<file path="src/rtl/rgb_pkg.sv">
// Shared definitions for the RGB frame controller: widths, FSM encodings,
// wire-order field offsets and the debug view of the receive FSM.
package rgb_pkg;

  localparam int PIX_W = 24;
  localparam int IDX_W = 10;
  localparam int CNT_W = 5;

  // Field offsets in wire order (G first on the wire, then R, then B)
  localparam int G_OFF = 16;
  localparam int R_OFF = 8;
  localparam int B_OFF = 0;

  typedef enum logic [1:0] {
    SYNC = 2'd0,
    RECV = 2'd1,
    PASS = 2'd2
  } state_t;

  // Debug view of the receive FSM, exported by the top for checkers
  typedef struct packed {
    state_t            state;
    logic [CNT_W-1:0]  bitcnt;
    logic [IDX_W-1:0]  idx;
  } dbg_t;

  // Reorder a wire-order {G,R,B} word into {R,G,B}
  function automatic logic [PIX_W-1:0] wire_to_rgb(input logic [PIX_W-1:0] w);
    return {w[R_OFF +: 8], w[G_OFF +: 8], w[B_OFF +: 8]};
  endfunction

endpackage

</file>
<file path="src/rtl/rgb_pix_fifo.sv">
// Small synchronous FIFO holding {idx, pixel} words between the receive
// FSM and the pixel consumer. A push into a full buffer is taken only when
// a pop happens in the same cycle. full/empty are registered flags.
module rgb_pix_fifo #(
  parameter int W     = 34,
  parameter int DEPTH = 2
) (
  input  logic         clk,
  input  logic         rst,
  input  logic         push,
  input  logic [W-1:0] wdata,
  input  logic         pop,
  output logic [W-1:0] rdata,
  output logic         full,
  output logic         empty
);

  localparam int AW = (DEPTH > 1) ? $clog2(DEPTH) : 1;

  logic [W-1:0]  mem [DEPTH];
  logic [AW-1:0] wr_ptr;
  logic [AW-1:0] rd_ptr;
  logic [AW:0]   count;
  logic [AW:0]   count_nxt;
  logic          do_push;
  logic          do_pop;

  assign do_pop  = pop & ~empty;
  assign do_push = push & (~full | do_pop);
  assign rdata   = mem[rd_ptr];

  // Next occupancy from the accepted push/pop pair
  always_comb begin
    count_nxt = count;
    if (do_push && !do_pop) begin
      count_nxt = count + 1'b1;
    end else if (!do_push && do_pop) begin
      count_nxt = count - 1'b1;
    end
  end

  // Storage, pointers and registered occupancy flags
  always_ff @(posedge clk) begin
    if (rst) begin
      for (int i = 0; i < DEPTH; i++) begin
        mem[i] <= '0;
      end
      wr_ptr <= '0;
      rd_ptr <= '0;
      count  <= '0;
      full   <= 1'b0;
      empty  <= 1'b1;
    end else begin
      if (do_push) begin
        mem[wr_ptr] <= wdata;
        wr_ptr      <= wr_ptr + 1'b1;
      end
      if (do_pop) begin
        rd_ptr <= rd_ptr + 1'b1;
      end
      count <= count_nxt;
      full  <= (count_nxt == (AW+1)'(DEPTH));
      empty <= (count_nxt == '0);
    end
  end

endmodule

</file>
<file path="src/rtl/rgb_frame_ctl.sv">
// RGB frame controller: assembles sampled serial bits into 24-bit pixels,
// claims the first NUM_LEDS pixels after each stream reset, and hands them
// to a consumer through a two-entry buffer.
// Optional statistics counters (frame_cnt, drop_cnt) are built when the
// macro RGB_FRAME_CTL_STATS_EN is defined.
//
// Handshake: pix_valid/pix_ready follow strict valid/ready rules. A pixel
// transfers on a clock edge where both are high; while pix_valid=1 and
// pix_ready=0, pix_data and pix_idx hold; pix_valid never drops without a
// transfer (except on rst).
module rgb_frame_ctl
  import rgb_pkg::*;
#(
  parameter int NUM_LEDS   = 60,
  parameter int FIFO_DEPTH = 2
) (
  input  logic             clk,
  input  logic             rst,
  input  logic             in_bit,
  input  logic             in_strobe,
  input  logic             in_stream_reset,
  output logic [PIX_W-1:0] pix_data,
  output logic [IDX_W-1:0] pix_idx,
  output logic             pix_valid,
  input  logic             pix_ready,
  output logic             frame_start,
  output logic             frame_done,
  output logic             err_ovf,
  output logic             err_part,
  input  logic             err_clr,
  output dbg_t             dbg
`ifdef RGB_FRAME_CTL_STATS_EN
  ,
  output logic [15:0]      frame_cnt,
  output logic [15:0]      drop_cnt
`endif
);

  localparam logic [IDX_W-1:0] LAST_IDX = IDX_W'(NUM_LEDS - 1);
  localparam logic [CNT_W-1:0] LAST_BIT = CNT_W'(PIX_W - 1);

  state_t             state;
  logic [CNT_W-1:0]   bitcnt;
  logic [IDX_W-1:0]   idx;
  // Holds the first 23 bits; the 24th joins straight from in_bit on push
  logic [PIX_W-2:0]   shifter;

  logic               is_data;
  logic               is_sreset;
  logic               push_req;
  logic               pop;
  logic               drop;
  logic               fifo_full;
  logic               fifo_empty;
  logic [PIX_W+IDX_W-1:0] fifo_wdata;
  logic [PIX_W+IDX_W-1:0] fifo_rdata;

  assign is_data    = in_strobe & ~in_stream_reset;
  assign is_sreset  = in_strobe & in_stream_reset;
  assign push_req   = (state == RECV) & is_data & (bitcnt == LAST_BIT);
  assign fifo_wdata = {idx, wire_to_rgb({shifter, in_bit})};
  assign pop        = pix_valid & pix_ready;
  assign drop       = push_req & fifo_full & ~pop;

  assign pix_valid  = ~fifo_empty;
  assign pix_data   = fifo_rdata[PIX_W-1:0];
  assign pix_idx    = fifo_rdata[PIX_W +: IDX_W];

  assign dbg.state  = state;
  assign dbg.bitcnt = bitcnt;
  assign dbg.idx    = idx;

  rgb_pix_fifo #(
    .W     (PIX_W + IDX_W),
    .DEPTH (FIFO_DEPTH)
  ) u_fifo (
    .clk   (clk),
    .rst   (rst),
    .push  (push_req),
    .wdata (fifo_wdata),
    .pop   (pop),
    .rdata (fifo_rdata),
    .full  (fifo_full),
    .empty (fifo_empty)
  );

  // Receive FSM: stream-reset sync, bit assembly, frame pulses
  always_ff @(posedge clk) begin
    if (rst) begin
      state       <= SYNC;
      bitcnt      <= '0;
      idx         <= '0;
      shifter     <= '0;
      frame_start <= 1'b0;
      frame_done  <= 1'b0;
    end else begin
      frame_start <= is_sreset;
      frame_done  <= 1'b0;
      if (is_sreset) begin
        state   <= RECV;
        bitcnt  <= '0;
        idx     <= '0;
        shifter <= '0;
      end else if (is_data && state == RECV) begin
        if (bitcnt == LAST_BIT) begin
          bitcnt  <= '0;
          shifter <= '0;
          if (idx == LAST_IDX) begin
            // Remaining bits in this frame belong to downstream LEDs
            frame_done <= 1'b1;
            state      <= PASS;
          end else begin
            idx <= idx + 1'b1;
          end
        end else begin
          shifter <= {shifter[PIX_W-3:0], in_bit};
          bitcnt  <= bitcnt + 1'b1;
        end
      end
    end
  end

  // Sticky error flags; a same-cycle set beats err_clr
  always_ff @(posedge clk) begin
    if (rst) begin
      err_ovf  <= 1'b0;
      err_part <= 1'b0;
    end else begin
      if (drop) begin
        err_ovf <= 1'b1;
      end else if (err_clr) begin
        err_ovf <= 1'b0;
      end
      if (is_sreset && state == RECV && bitcnt != '0) begin
        err_part <= 1'b1;
      end else if (err_clr) begin
        err_part <= 1'b0;
      end
    end
  end

`ifdef RGB_FRAME_CTL_STATS_EN
  // Saturating frame and drop counters, cleared only by rst
  always_ff @(posedge clk) begin
    if (rst) begin
      frame_cnt <= '0;
      drop_cnt  <= '0;
    end else begin
      if (frame_start && frame_cnt != 16'hFFFF) begin
        frame_cnt <= frame_cnt + 16'd1;
      end
      if (drop && drop_cnt != 16'hFFFF) begin
        drop_cnt <= drop_cnt + 16'd1;
      end
    end
  end
`endif

endmodule
</file>
<file path="config.mk">
export PLATFORM = sky130hd
export DESIGN_NAME = rgb_frame_ctl
export DESIGN_NICKNAME = d
export VERILOG_FILES = /design/src/rtl/rgb_pkg.sv /design/src/rtl/rgb_pix_fifo.sv /design/src/rtl/rgb_frame_ctl.sv
export SDC_FILE = /design/constraint.sdc
export NUM_CORES = 1
export LEC_CHECK = 0
export CAP_MARGIN = 20
export CORE_UTILIZATION = 40
export CTS_CLUSTER_DIAMETER = 60
export DETAILED_ROUTE_END_ITERATION = 16
export HOLD_SLACK_MARGIN = 0.12
export PLACE_DENSITY_LB_ADDON = 0.25
export SYNTH_ARGS = -nofsm -noshare
export SYNTH_HDL_FRONTEND = slang
export SYNTH_SLANG_ARGS = --single-unit
</file>
<file path="constraint.sdc">
create_clock -name clk -period 5.5 [get_ports clk]
set_input_delay 1.1 -clock clk [delete_from_list [all_inputs] [get_ports clk]]
set_output_delay 1.1 -clock clk [all_outputs]
set_load 0.1 [all_outputs]
</file>
Word level (Yosys, flattened, before mapping):

Memories as Yosys holds them, arrays and structs flattened. A register that Yosys moved wholly into a read port is not among the register bits.
Cells that the tools add are included.

* add/sub/neg operators: 6
* equal/unequal tests: 4
* multiplexer cells: 22
* bitwise logic cells: 17
* reduce and logical (&&, ||, !) cells: 20

Operators with widths (number)
* 34-bit two-way mux: 1
* 34-bit OR reduction: 1
* 23-bit two-way mux: 1
* 1-bit two-way mux: 17
* 10-bit by 1-bit adder with 10-bit output (second input constant): 1
* 10-bit by 6-bit == test with 1-bit output (second input constant): 1
* 2-bit nonzero test: 5
* 1-bit AND: 9
* 3-bit AND reduction: 3
* 1-bit NOT: 7
* 5-bit by 1-bit adder with 5-bit output (second input constant): 1
* 5-bit == test (second input constant): 1
* 1-bit logical AND: 5
* 5-bit two-way mux: 1
* 5-bit nonzero test: 1
* 2-bit two-way mux: 2
* 4-bit OR reduction: 1
* 1-bit adder (second input constant): 2
* 2-bit by 1-bit adder with 2-bit output (second input constant): 1
* 2-bit by 1-bit == test with 1-bit output (second input constant): 1
* 2-bit == test (second input constant): 1
* 1-bit zero test: 2
* 2-bit zero test: 1
* 2-bit OR reduction: 1
* other kinds (2): 2

* register bits: 50
* RAM bits: 68
* input port bits: 7
* output and inout port bits: 56
* word-level logic and storage cells: 84
* memories kept: 1

Memory list
* u_fifo.mem: words 2, width 34, read ports 1, clocked after Yosys merged registers in 1, write ports 2, line rgb_pix_fifo.sv:20 `logic [W-1:0] mem [DEPTH];`

Logic depth before layout (Yosys ltp):

* depth after elaboration: 10
* depth in mapped cells: 6
* gate-level depth less buffers: 6

Hierarchy:

A second synthesis with hierarchy kept.

* cell total of the unflattened synthesis: 411
* area, all modules: 5021.1 µm²

Modules (own cells, without submodules)
* rgb_pix_fifo: times used 1, cells an instance 221, area each 3270.6 µm², sequential area each 2182.1 µm²
* rgb_frame_ctl: times used 1, cells an instance 190, area each 1750.4 µm², sequential area each 880.8 µm²

Worst setup path before layout:

OpenSTA, ideal clock, no wires.

* path kind: reg2reg
* start: register bitcnt[1]
* end: memory u_fifo.mem[0][0], enable pin
* library setup time: 0.392 ns
* arrival time: 2.641 ns
* required time: 5.108 ns
* path slack: 2.468 ns
* stages on the path, launching flop included: 6
* path buffers: 0
* clock period less this slack: 3.032 ns
* cell sequence: dfxtp_1 -> ha_1 -> nand4b_2 -> nor2_1 -> nand2_1 -> nand2_1

RTL lines
* from (decl): line rgb_frame_ctl.sv:43 `logic [CNT_W-1:0] bitcnt;`
* from (signal assigned): line rgb_frame_ctl.sv:117 `bitcnt <= bitcnt + 1'b1;`
* to (decl): line rgb_pix_fifo.sv:20

==> metrics.txt <==
Post CTS Setup Buffer Count 0; Worst path slowest cell clkdlybuf4s50_1; Final min period 3.927 ns; Yosys reg bits 119; Detailed Route WL 9.976 mm; Final Wtd Congestion 0.7741; count leader, synth edfxtp_1; die footprint 0.01309 sq mm; Worst VDD drop 206.6 uV; Reg clk slew, reported paths 0.05 ns; Max Fclk 254.7 MHz; Die Y 114.4 um; sequential element share of the synthesized area 0.6061; Port Buf Inserts 62; via count 3268; Post-synth EDFFs 68; top_reg_cell synth edfxtp_1; syn avg cell area 11.70 sq um; post-DP HPWL 6.231 mm; TritonCTS Buffers 17; CP top delay family buffers and inverters; CP Cell Sequence buf_8, buf_4, mux2_2, clkdlybuf4s50_1; layout cells sized above 1 0.1914; Layout Nets 509; number of H-tree levels 4; Period Utilization, post-route 0.7140; Root Buffer clkbuf_16; post-cts hold buffer count 0; boundary pin count 63; drt via density 4.806; Min-Delay Path Class register to register; RSZ-0062 raised after global routing false; final instance area 0.006500 sq mm; Critical Path RT 4.40 ns; detailed-route DRC error count 0; syn_nets 442; Core Box Area 0.01216 sq mm; Area Overhead vs Synth 28.62%; top area cells in the synthesized netlist edfxtp_1 40%, dfxtp_1 20%, mux2_2 8.0%, and2_1 6.7%, nand2_1 4.9%; clk sinks 119; initial core utilization 0.4155; Hold Vio Cnt, Final 0; slowest stage delay, CP 0.96 ns; CP bufs+invs 3; max-slew violations 0; FILL cells 1095; CTS Buffer Depth 2; Remaining Overflow, GRT 0; Die W 114.4 um; critical setup path kind register to primary output; TritonCTS clock tree built; clock skew 0.01375 ns; crit path DAT 2.83 ns; Post-synth top cells 68 x edfxtp_1, 66 x nand2_1, 54 x and2_1; Yosys top cell area share 0.4041; DRT Pass-1 Iters 5; slew margin rel. 0.3461; Setup crit start kind register; Syn Inst Count 432; DRT iter0 DRCs 150; endpoint type of the worst setup path primary output; status complete, no violations; Reg area 0.003063 sq mm; clk_lat worst skew 0.40 ns; post-cts resize count 0; multi-input logic area 0.001873 sq mm; unique cell type count in the Yosys netlist 44; first-pass GRT wire length 16.37 mm; Max Fanout on Critical Path 13; Max Cap Viol 0; Yosys top cell by area edfxtp_1; GRT Total Usage 0.1630; P per Cell Area 364.1 mW/mm^2; initial antenna violation count 0; FP Rows 40; YS warnings 0; vias in the first global route 3248; routed length per instance 14.67 um; LEAKAGE 0.002327 uW; Antenna Cells 0; synthesized area 0.005054 sq mm; Worst Max-Slew Pin Slew 0.9778 ns; Setup violations, final 0; largest net degree at the start of global routing 36; Final TNS setup 0 ns; Placed Area 0.005846 sq mm; Post-synth ARST share 0; antenna-violating nets left 0
-- registers in the layout (all words and copies together) (netlist names), 2 cells and up, named ones only --
signal,cells
u_fifo.mem,68
shifter,23
idx,10
bitcnt,5
state,2
u_fifo.count,2
-- per-layer routing --
layer  global-route usage  routed length (um)  part of all wire
met5                    0                   0                 0
met4              0.05974                  73            0.0073
met3              0.04076                 259             0.026
met2               0.2667                4924              0.49
met1               0.2095                4719              0.47
-- worst reg2reg max path: stages, from the launching register on --
cell and delay, ns:
dfxtp_1 0.42, and4bb_2 0.74, nand2_4 0.15, nor4b_4 0.27, buf_4 0.33, or2_2 0.70
-- path summary, 6_finish.rpt --
| check | slack [ns] | end | depth (start not counted) | startpoint |
|---|---|---|---|---|
| setup / recovery | 1.57 | pix_data[9] | 4 | register |
| hold / removal | 0.47 | shifter[22] | 2 | shifter[22] |
| setup reg to reg | 2.49 | u_fifo.mem[1][30] | 5 | state[0] |
| hold reg to reg | 0.47 | shifter[22] | 2 | shifter[22] |
-- layout make-up --
| type | count | area share |
|---|---|---|
| well taps | 168 | 0.03234 |
| clock buffers | 19 | 0.06814 |
| clock inverters | 13 | 0.03080 |
| inverters | 7 | 0.004042 |
| flip-flops and latches | 119 | 0.4712 |
| multi-input cells | 285 | 0.2882 |
| repair buffers | 69 | 0.1053 |
-- cell families after synthesis --
family | share of synthesized area
AO/OA/AOI/OAI | 0.05125
XOR/XNOR | 0.01387
adder cells (fa/ha/maj) | 0.007428
buffers and inverters | 0.02327
flip-flops | 0.6061
multiplexers | 0.08814
AND/OR/NAND/NOR | 0.2100
-- stage by stage --
step           utilization  worst slack [ns]  power, uW  instances  hold WS (ns)
2_1_floorplan            -             2.468       1131        432        0.4401
3_5_place_dp        0.4807             1.240       1188        647        0.4607
5_1_grt             0.5345             1.429       2432        680        0.5011
4_1_cts             0.5335             1.519       2384        679        0.4689
3_3_place_gp        0.4794             1.308       1187        646        0.4518
6_report            0.5345             1.573       2367        680        0.4706
-- cells in the final DEF (no fill, tap or decap), drive strengths merged, types with 2 or more instances in the layout --
| cell | count |
|---|---|
| a21oi | 32 |
| a31oi | 2 |
| a41o | 2 |
| and2 | 69 |
| and3 | 5 |
| buf | 7 |
| bufinv | 5 |
| clkbuf | 19 |
| clkdlybuf4s50 | 62 |
| clkinv | 5 |
| clkinvlp | 2 |
| dfxtp | 51 |
| edfxtp | 68 |
| ha | 3 |
| inv | 8 |
| mux2 | 36 |
| mux2i | 4 |
| nand2 | 67 |
| nand2b | 2 |
| nand3 | 4 |
| nand4b | 2 |
| nor2 | 20 |
| nor3 | 5 |
| nor4 | 5 |
| nor4b | 4 |
| o21a | 2 |
| xnor2 | 5 |
| xor2 | 3 |
-- power breakdown --
group	switching, uW	total [uW]	internal [uW]
registers	7.68	973	966
logic	153	195	42.2
clock network	385	1200	813
Power figures use the tool's default switching activity.
